`config.mk`:
```
export PLATFORM = sky130hd
export DESIGN_NAME = clk_div_sched
export DESIGN_NICKNAME = d
export VERILOG_FILES = /design/src/rtl/clk_div_sched.sv
export SDC_FILE = /design/constraint.sdc
export NUM_CORES = 1
export LEC_CHECK = 0
export BUFFER_PORTS_ARGS = -buffer_cell sky130_fd_sc_hd__buf_2
export CAP_MARGIN = 10
export CORE_MARGIN = 1
export CORE_UTILIZATION = 55
export CTS_CLUSTER_DIAMETER = 50
export DETAILED_ROUTE_END_ITERATION = 10
export PLACE_DENSITY = 0.75
export SLEW_MARGIN = 20
export SYNTH_ARGS = -nofsm -noshare
export SYNTH_HDL_FRONTEND = slang
export SYNTH_SLANG_ARGS = --single-unit
```
`constraint.sdc`:
```
create_clock -name clk -period 3.12 [get_ports clk]
set_clock_uncertainty 0.15 [all_clocks]
set_input_delay 0.468 -clock clk [delete_from_list [all_inputs] [get_ports clk]]
set_output_delay 0.468 -clock clk [all_outputs]
set_load 0.01 [all_outputs]
```
`src/rtl/clk_div_sched.sv`:
```
`default_nettype none
`timescale 1ns/1ps
// ============================================================================
//  Module   : clk_div_sched
//  Brief    : Runtime-reconfigurable 50%-duty clock divider (any N >= 2) with
//             glitch-free ratio changes applied only at period boundaries.
//  Revision : 1.0 - initial release
// ============================================================================
module clk_div_sched #(
  parameter int CNT_W       = 8,
  parameter int DEFAULT_DIV = 5
) (
  input  logic             clk,
  input  logic             rst_n,
  input  logic             en,
  input  logic             cfg_valid,
  input  logic [CNT_W-1:0] cfg_div,
  output logic             cfg_ready,
  output logic             clk_out,
  output logic             period_start,
  output logic             busy,
  output logic             cfg_err
);

  typedef enum logic [1:0] {
    S_IDLE  = 2'd0,
    S_RUN   = 2'd1,
    S_PEND  = 2'd2,
    S_DRAIN = 2'd3
  } state_t;

  localparam logic [CNT_W-1:0] C_DEFAULT_DIV = CNT_W'(DEFAULT_DIV);
  localparam logic [CNT_W-1:0] C_MIN_DIV     = CNT_W'(2);

  state_t           r_state, w_state_nxt;
  logic [CNT_W-1:0] r_div_cur, r_div_nxt, r_cnt;
  logic [CNT_W-1:0] w_div_cur_nxt, w_div_nxt_nxt, w_cnt_nxt, w_last_cnt;
  logic             r_hi_p, r_hi_n, r_odd, r_period_start, r_cfg_err;
  logic             w_active, w_wrap, w_accept, w_legal, w_load;

  assign w_active   = (r_state != S_IDLE);
  assign w_last_cnt = r_div_cur - CNT_W'(1);
  assign w_wrap     = (r_cnt == w_last_cnt);
  assign cfg_ready  = (r_state != S_PEND);
  assign w_accept   = cfg_valid & cfg_ready;
  assign w_legal    = (cfg_div >= C_MIN_DIV);
  assign w_load     = w_accept & w_legal;

  always_comb begin
    w_state_nxt   = r_state;
    w_div_cur_nxt = r_div_cur;
    w_div_nxt_nxt = r_div_nxt;
    w_cnt_nxt     = (w_active && !w_wrap) ? (r_cnt + CNT_W'(1)) : '0;
    case (r_state)
      S_IDLE: begin
        if (w_load) begin
          w_div_cur_nxt = cfg_div;
          w_div_nxt_nxt = cfg_div;
        end else if (en) begin
          w_state_nxt = S_RUN;
        end
      end
      S_RUN: begin
        if (w_load && w_wrap) begin
          // Accepted exactly on the boundary: apply now rather than a full period later.
          w_div_cur_nxt = cfg_div;
          w_div_nxt_nxt = cfg_div;
          w_state_nxt   = en ? S_RUN : S_DRAIN;
        end else if (w_load) begin
          w_div_nxt_nxt = cfg_div;
          w_state_nxt   = S_PEND;
        end else if (!en) begin
          w_state_nxt = S_DRAIN;
        end
      end
      S_PEND: begin
        if (w_wrap) begin
          w_div_cur_nxt = r_div_nxt;
          w_state_nxt   = en ? S_RUN : S_IDLE;
        end
      end
      S_DRAIN: begin
        if (w_load) begin
          w_div_nxt_nxt = cfg_div;
        end
        if (w_wrap) begin
          w_div_cur_nxt = w_load ? cfg_div : r_div_nxt;
          w_state_nxt   = S_IDLE;
        end
      end
      default: w_state_nxt = S_IDLE;
    endcase
  end

  // hi_p and r_odd are taken from the same cycle so a ratio swap never mixes
  // the old high flag with the new parity.
  always_ff @(posedge clk or negedge rst_n) begin
    if (!rst_n) begin
      r_state        <= S_IDLE;
      r_div_cur      <= C_DEFAULT_DIV;
      r_div_nxt      <= C_DEFAULT_DIV;
      r_cnt          <= '0;
      r_hi_p         <= 1'b0;
      r_odd          <= C_DEFAULT_DIV[0];
      r_period_start <= 1'b0;
      r_cfg_err      <= 1'b0;
    end else begin
      r_state        <= w_state_nxt;
      r_div_cur      <= w_div_cur_nxt;
      r_div_nxt      <= w_div_nxt_nxt;
      r_cnt          <= w_cnt_nxt;
      r_hi_p         <= w_active && (r_cnt < (r_div_cur >> 1));
      r_odd          <= r_div_cur[0];
      r_period_start <= w_active && (r_cnt == '0);
      r_cfg_err      <= w_accept && !w_legal;
    end
  end

  always_ff @(negedge clk or negedge rst_n) begin
    if (!rst_n) begin
      r_hi_n <= 1'b0;
    end else begin
      r_hi_n <= r_hi_p;
    end
  end

  assign clk_out      = r_hi_p | (r_hi_n & r_odd);
  assign period_start = r_period_start;
  assign busy         = w_active;
  assign cfg_err      = r_cfg_err;

endmodule
`default_nettype wire

```
==> impl_metrics.tcl, run 1 <==
set metrics [dict create \
    power_density_nw_per_um2 854.7 \
    dieArea_um2 3655 \
    syn_nets 199 \
    synth.avg_cell_area_um2 10.56 \
    synth-main-ff-cell "dfrtp_1" \
    synth-edff-count 0 \
    regToRegSetupSlack_ns 0.57 \
    root_buffer "clkbuf_4" \
    hold_viol 0 \
    final_common_cell "dfrtp_1" \
    cts.sinks 31 \
    finalMaxSlewViolations 0 \
    cts_made_buffers 5 \
    antenna_left 0 \
    antenna_found_initial 0 \
    grt_pass1_vias 1455 \
    p_leak_nw 0.9478 \
    overflow 0 \
    dp_hpwl_mm 2.873 \
    max_stage_delay_ns 0.33 \
    dieWidth_um 60.46 \
    maxSlewHeadroom_pct 60.83 \
    cts_buffer_depth 2 \
    register_area_um2 782.0 \
    status "finished clean" \
    core_area_um2 3153 \
    start_util_pct 59.60 \
    track_usage_pct 25.25 \
    postCtsHoldBufs 0 \
    synth_seq_cells 31 \
    multi_input_area_um2 1002 \
    h-tree-depth 2 \
    grt_first_pass_wirelength_mm 6.520 \
    diodes 0 \
    critPathMaxFanout 1 \
    insertion_delay_ns 0.34 \
    clk_pin_slew_ns 0.11 \
    drt_pass1_iterations 4 \
    rows 20 \
    area_growth_pct 8.788 \
    worstReg2RegStart "r_div_cur[0]" \
    nets 218 \
    worstReg2RegEnd "r_cnt[1]" \
    worstSetupStartpointType "register" \
    critPathSlowestCell "dfrtn_1" \
    end_kind "primary output" \
    cts_tree "built" \
    tns_ns 0 \
    cts_setup_buffers 0 \
    setup_viol 0 \
    hold_ws_ns 0.007670 \
    cap_violations 0 \
    stdcell_area_um2 2044 \
    netlist_area_um2 1879 \
    crit_type "reg -> out" \
    dp_cells 234 \
    layout_common_cells "dfrtp_1 (25), buf_2 (16), inv_1 (14)" \
    hold_class "in -> async" \
    yosysTopAreaCell "dfrtp_1" \
    routed_wl_mm 3.813 \
    drive_above_1_share_pct 20.71 \
    ir_drop_v 0.0004497 \
    ctsResizeCount 0 \
    first_iter_violations 70 \
    fillers 273 \
    final_cells 242 \
    grt_start_max_net_pins 31 \
    io_buffers 16 \
    die_h_um 60.46 \
    grt.busiest_layer "met2" \
    async_flop_share_pct 100.0 \
    yosys-top-cells-area "dfrtp_1 (33%), dfstp_2 (7.0%), ha_1 (6.0%)" \
    rsz0062_at_grt "true" \
    reg2reg_depth 8 \
    grt_use_met3_pct 8.102 \
    place_area_um2 1991 \
    netlist_instances 178 \
    drc 0 \
    required_ns 2.50 \
    use_met1_pct 31.82 \
    viasPerCell 5.826 \
    wl_per_cell_um 15.76 \
    vias 1410 \
    worstPathCellList "a21o_1 > buf_2" \
    yosysUniqueCellTypes 53 \
    ys_seq_area_share_pct 41.61 \
    use_met2_pct 40.50 \
    tightest_slew_ns 0.5876 \
    synth_top_area_share_pct 33.29 \
    worstPathArrival_ns 2.49 \
    io_pins 17 \
    globalplace.congestion 0.8803 \
    yosysWarnings 0 \
]
## timing repair
action / CTS / global route
pin swaps: 1 / 0
setup endpoints to repair: 1 / 1
cloned: 0 / 0
## kinds of logic (layout without fill, tap and decap cells)
group | Yosys count | after routing | share of synthesized area [%]
AOI/OAI and AO/OA | 39 | 39 | 18.44
DFF | 31 | 31 | 41.61
muxes | 12 | 12 | 6.724
buffers and inverters | 21 | 41 | 5.059
and+or+nand+nor | 51 | 51 | 15.18
adders and majority gates | 9 | 9 | 5.992
xor gates and xnor gates | 15 | 15 | 6.991
## Yosys cell counts (all sizes together) (2+ instances only)
library cell	number
a22oi	5
xnor2	8
or2	2
buf	3
dfrtp	25
a21o	4
inv	15
dfstp	5
nor3	4
o211ai	2
mux2	5
and3	4
or4	2
xor2	7
and2	9
clkbuf	3
o21ai	4
nand3	6
ha	9
nand2	6
a22o	3
mux2i	7
a21oi	4
o2bb2ai	5
or3	2
nor4	4
nor2	6
nand2b	2
## worst max path at each step
stage          slack (ns)  cells after the start  endpoint    from
5_1_grt             -0.05                      2   clk_out  r_hi_n
4_1_cts             0.004                      2   clk_out  r_hi_n
6_report             0.02                      2   clk_out  r_hi_n
3_5_place_dp         0.35                      2   clk_out  r_hi_n
3_3_place_gp         0.35                      2   clk_out  r_hi_n
2_1_floorplan        0.43                      1   clk_out  r_hi_n
## report_power, final
group / total (mW) / internal, mW / switching (mW) / leakage [nW]
combinational: 0.812 / 0.405 / 0.408 / 0.549
clock: 0.231 / 0.0868 / 0.144 / 0.0282
sequential: 0.704 / 0.539 / 0.165 / 0.371
total: 1.75 / 1.03 / 0.717 / 0.948
## per-stage QoR
stage / worst slack, ns / power (mW) / utilization, %
6_report: 0.01510 / 1.747 / 64.84
5_1_grt: -0.04733 / 1.890 / 64.84
4_1_cts: 0.003870 / 1.751 / 64.84
3_5_place_dp: 0.3458 / 1.518 / 63.13
3_3_place_gp: 0.3460 / 1.458 / 63.13
2_1_floorplan: 0.4349 / 1.326 / -
## layer usage
layer	vias up	routed length (um)	part of all wire, %
li1	679	-	-
met4	0	65	1.7
met1	697	1770	46
met5	-	0	0
met3	7	145	3.8
met2	27	1831	48
## cell type report
type,instances,area share (%)
multi-input combinational,126,49.02
sequential,31,38.25
timing repair buffer,18,4.651
inverter,15,2.754
tap,44,2.693
clock buffer,6,2.020
clock inverter,2,0.6120
## state kept, by name, indices dropped and copies added, names as in the netlist
| signal | count |
|---|---|
| period_start | 1 |
| r_odd | 1 |
| r_div_cur | 8 |
| r_state | 2 |
| r_cnt | 8 |
| cfg_err | 1 |
| r_hi_p | 1 |
| r_hi_n | 1 |
| r_div_nxt | 8 |
## worst max-delay path: cells and delay by family, from the launching register on
kind                   cells  cell delay, ns
AOI/OAI and AO/OA          1            0.14
DFF                        1            0.33
buffers and inverters      1            0.13
Power figures use the tool's default switching activity.
==> inputs of run 2 (changes only) <==
--- a/constraint.sdc
+++ b/constraint.sdc
@@ -4,2 +4,2 @@
 set_output_delay 0.468 -clock clk [all_outputs]
-set_load 0.01 [all_outputs]
+set_load 0.02 [all_outputs]
==> impl_metrics.tcl, run 2 (same netlist as run 1, synthesis figures left out) <==
set metrics [dict create \
    track_usage_pct 25.23 \
    worstPathArrival_ns 2.50 \
    antenna_left 0 \
    viasPerCell 5.810 \
    area_growth_pct 9.121 \
    worstSetupStartpointType "register" \
    io_buffers 16 \
    ir_drop_v 0.0004435 \
    core_area_um2 3153 \
    overflow 0 \
    power_density_nw_per_um2 856.9 \
    crit_start "r_hi_n" \
    drive_above_1_share_pct 20.71 \
    grt_pass1_vias 1490 \
    stdcell_area_um2 2051 \
    fillers 276 \
    clk_pin_slew_ns 0.10 \
    rows 20 \
    routed_wl_mm 3.830 \
    cts.sinks 31 \
    endpoint "clk_out" \
    drc 0 \
    crit_type "reg -> out" \
    finalMaxSlewViolations 0 \
    maxSlewHeadroom_pct 57.30 \
    rsz0062_at_grt "true" \
    globalplace.congestion 0.8815 \
    grt_first_pass_wirelength_mm 6.624 \
    cts_tree "built" \
    grt_start_max_net_pins 31 \
    final_common_cell "dfrtp_1" \
    worstReg2RegEnd "r_cnt[1]" \
    dp_cells 234 \
    diodes 0 \
    cts_buffer_depth 2 \
    wl_per_cell_um 15.83 \
    final_cells 242 \
    tns_ns 0 \
    dieArea_um2 3655 \
    end_kind "primary output" \
    dieWidth_um 60.46 \
    vias 1406 \
    io_pins 17 \
    drt_pass1_iterations 4 \
    antenna_found_initial 0 \
    hold_class "in -> async" \
    die_h_um 60.46 \
    start_util_pct 59.60 \
    cts_made_buffers 5 \
    root_buffer "clkbuf_4" \
    cap_violations 0 \
    reg2reg_depth 6 \
    hold_viol 0 \
    nets 218 \
    p_leak_nw 0.9507 \
    h-tree-depth 2 \
    place_area_um2 1991 \
    top_regs "r_cnt x8, r_div_cur x8, r_div_nxt x8" \
    setup_viol 0 \
    critPathMaxFanout 1 \
    dp_hpwl_mm 2.866 \
    tightest_slew_ns 0.6406 \
    insertion_delay_ns 0.34 \
    regToRegSetupSlack_ns 0.57 \
    first_iter_violations 78 \
    layout_common_cells "dfrtp_1 (25), buf_2 (15), inv_1 (14)" \
    required_ns 2.50 \
    status "finished clean" \
    worstReg2RegStart "r_div_cur[1]" \
]
-- run 2: cell counts in the layout (fill, tap and decap cells not counted) --
No cell type changed its count.
-- run 2: layout make-up --
class                           instances  area, um2  area share [%]
Clock buffer                            6      41.29           2.013
Clock inverter                          2      12.51          0.6101
Inverter                               15      56.30           2.746
Multi-Input combinational cell        126       1002           48.87
Sequential cell                        31      782.0           38.13
Tap cell                               44      55.05           2.685
Timing Repair Buffer                   18      101.3           4.942
-- run 2: critical path: stages, from the launching register on --
cell,delay [ns]
dfrtn_1,0.39
a21o_1,0.12
buf_6,0.11
-- run 2: how the worst min path moves through the flow --
stage	startpoint	endpoint	slack, ns	depth (start not counted)
6_report	rst_n	r_div_nxt[5]	0.01	2
2_1_floorplan	rst_n	cfg_err	0.02	0
3_3_place_gp	r_div_cur[0]	r_odd	0.25	0
3_5_place_dp	r_div_cur[0]	r_odd	0.25	0
4_1_cts	rst_n	r_div_nxt[5]	0.02	2
5_1_grt	rst_n	r_div_cur[1]	0.03	2
-- run 2: layer usage --
layer,track usage [%],vias to the layer above,share of wire [%]
met5,0,-,0
met4,10.39,0,1.8
met3,6.397,7,4.1
met2,41.13,23,49
met1,32.14,697,46
li1,-,679,-
-- run 2: through the flow --
step	hold WS [ns]	setup WS, ns	util [%]	total power, mW
final	0.01389	0.003441	65.04	1.757
after global routing	0.02575	-0.04969	65.04	1.904
after CTS	0.02321	-0.004238	65.04	1.764
after detailed placement	0.2454	0.3256	63.13	1.526
after global placement	0.2466	0.3261	63.13	1.467
after floorplan	0.02241	0.3756	-	1.334
-- run 2: repair_timing --
item,4_1_cts,5_1_grt
hold buffers,0,0
resized for setup,2,0
gates cloned,0,0
setup endpoints to repair,1,1
setup buffers,0,0
pin swaps,1,0
-- run 2: power by group --
group	total (mW)	internal, mW	switching [mW]	leakage (nW)
logic	0.833	0.412	0.421	0.552
registers	0.701	0.540	0.161	0.371
clock network	0.224	0.0868	0.137	0.0282
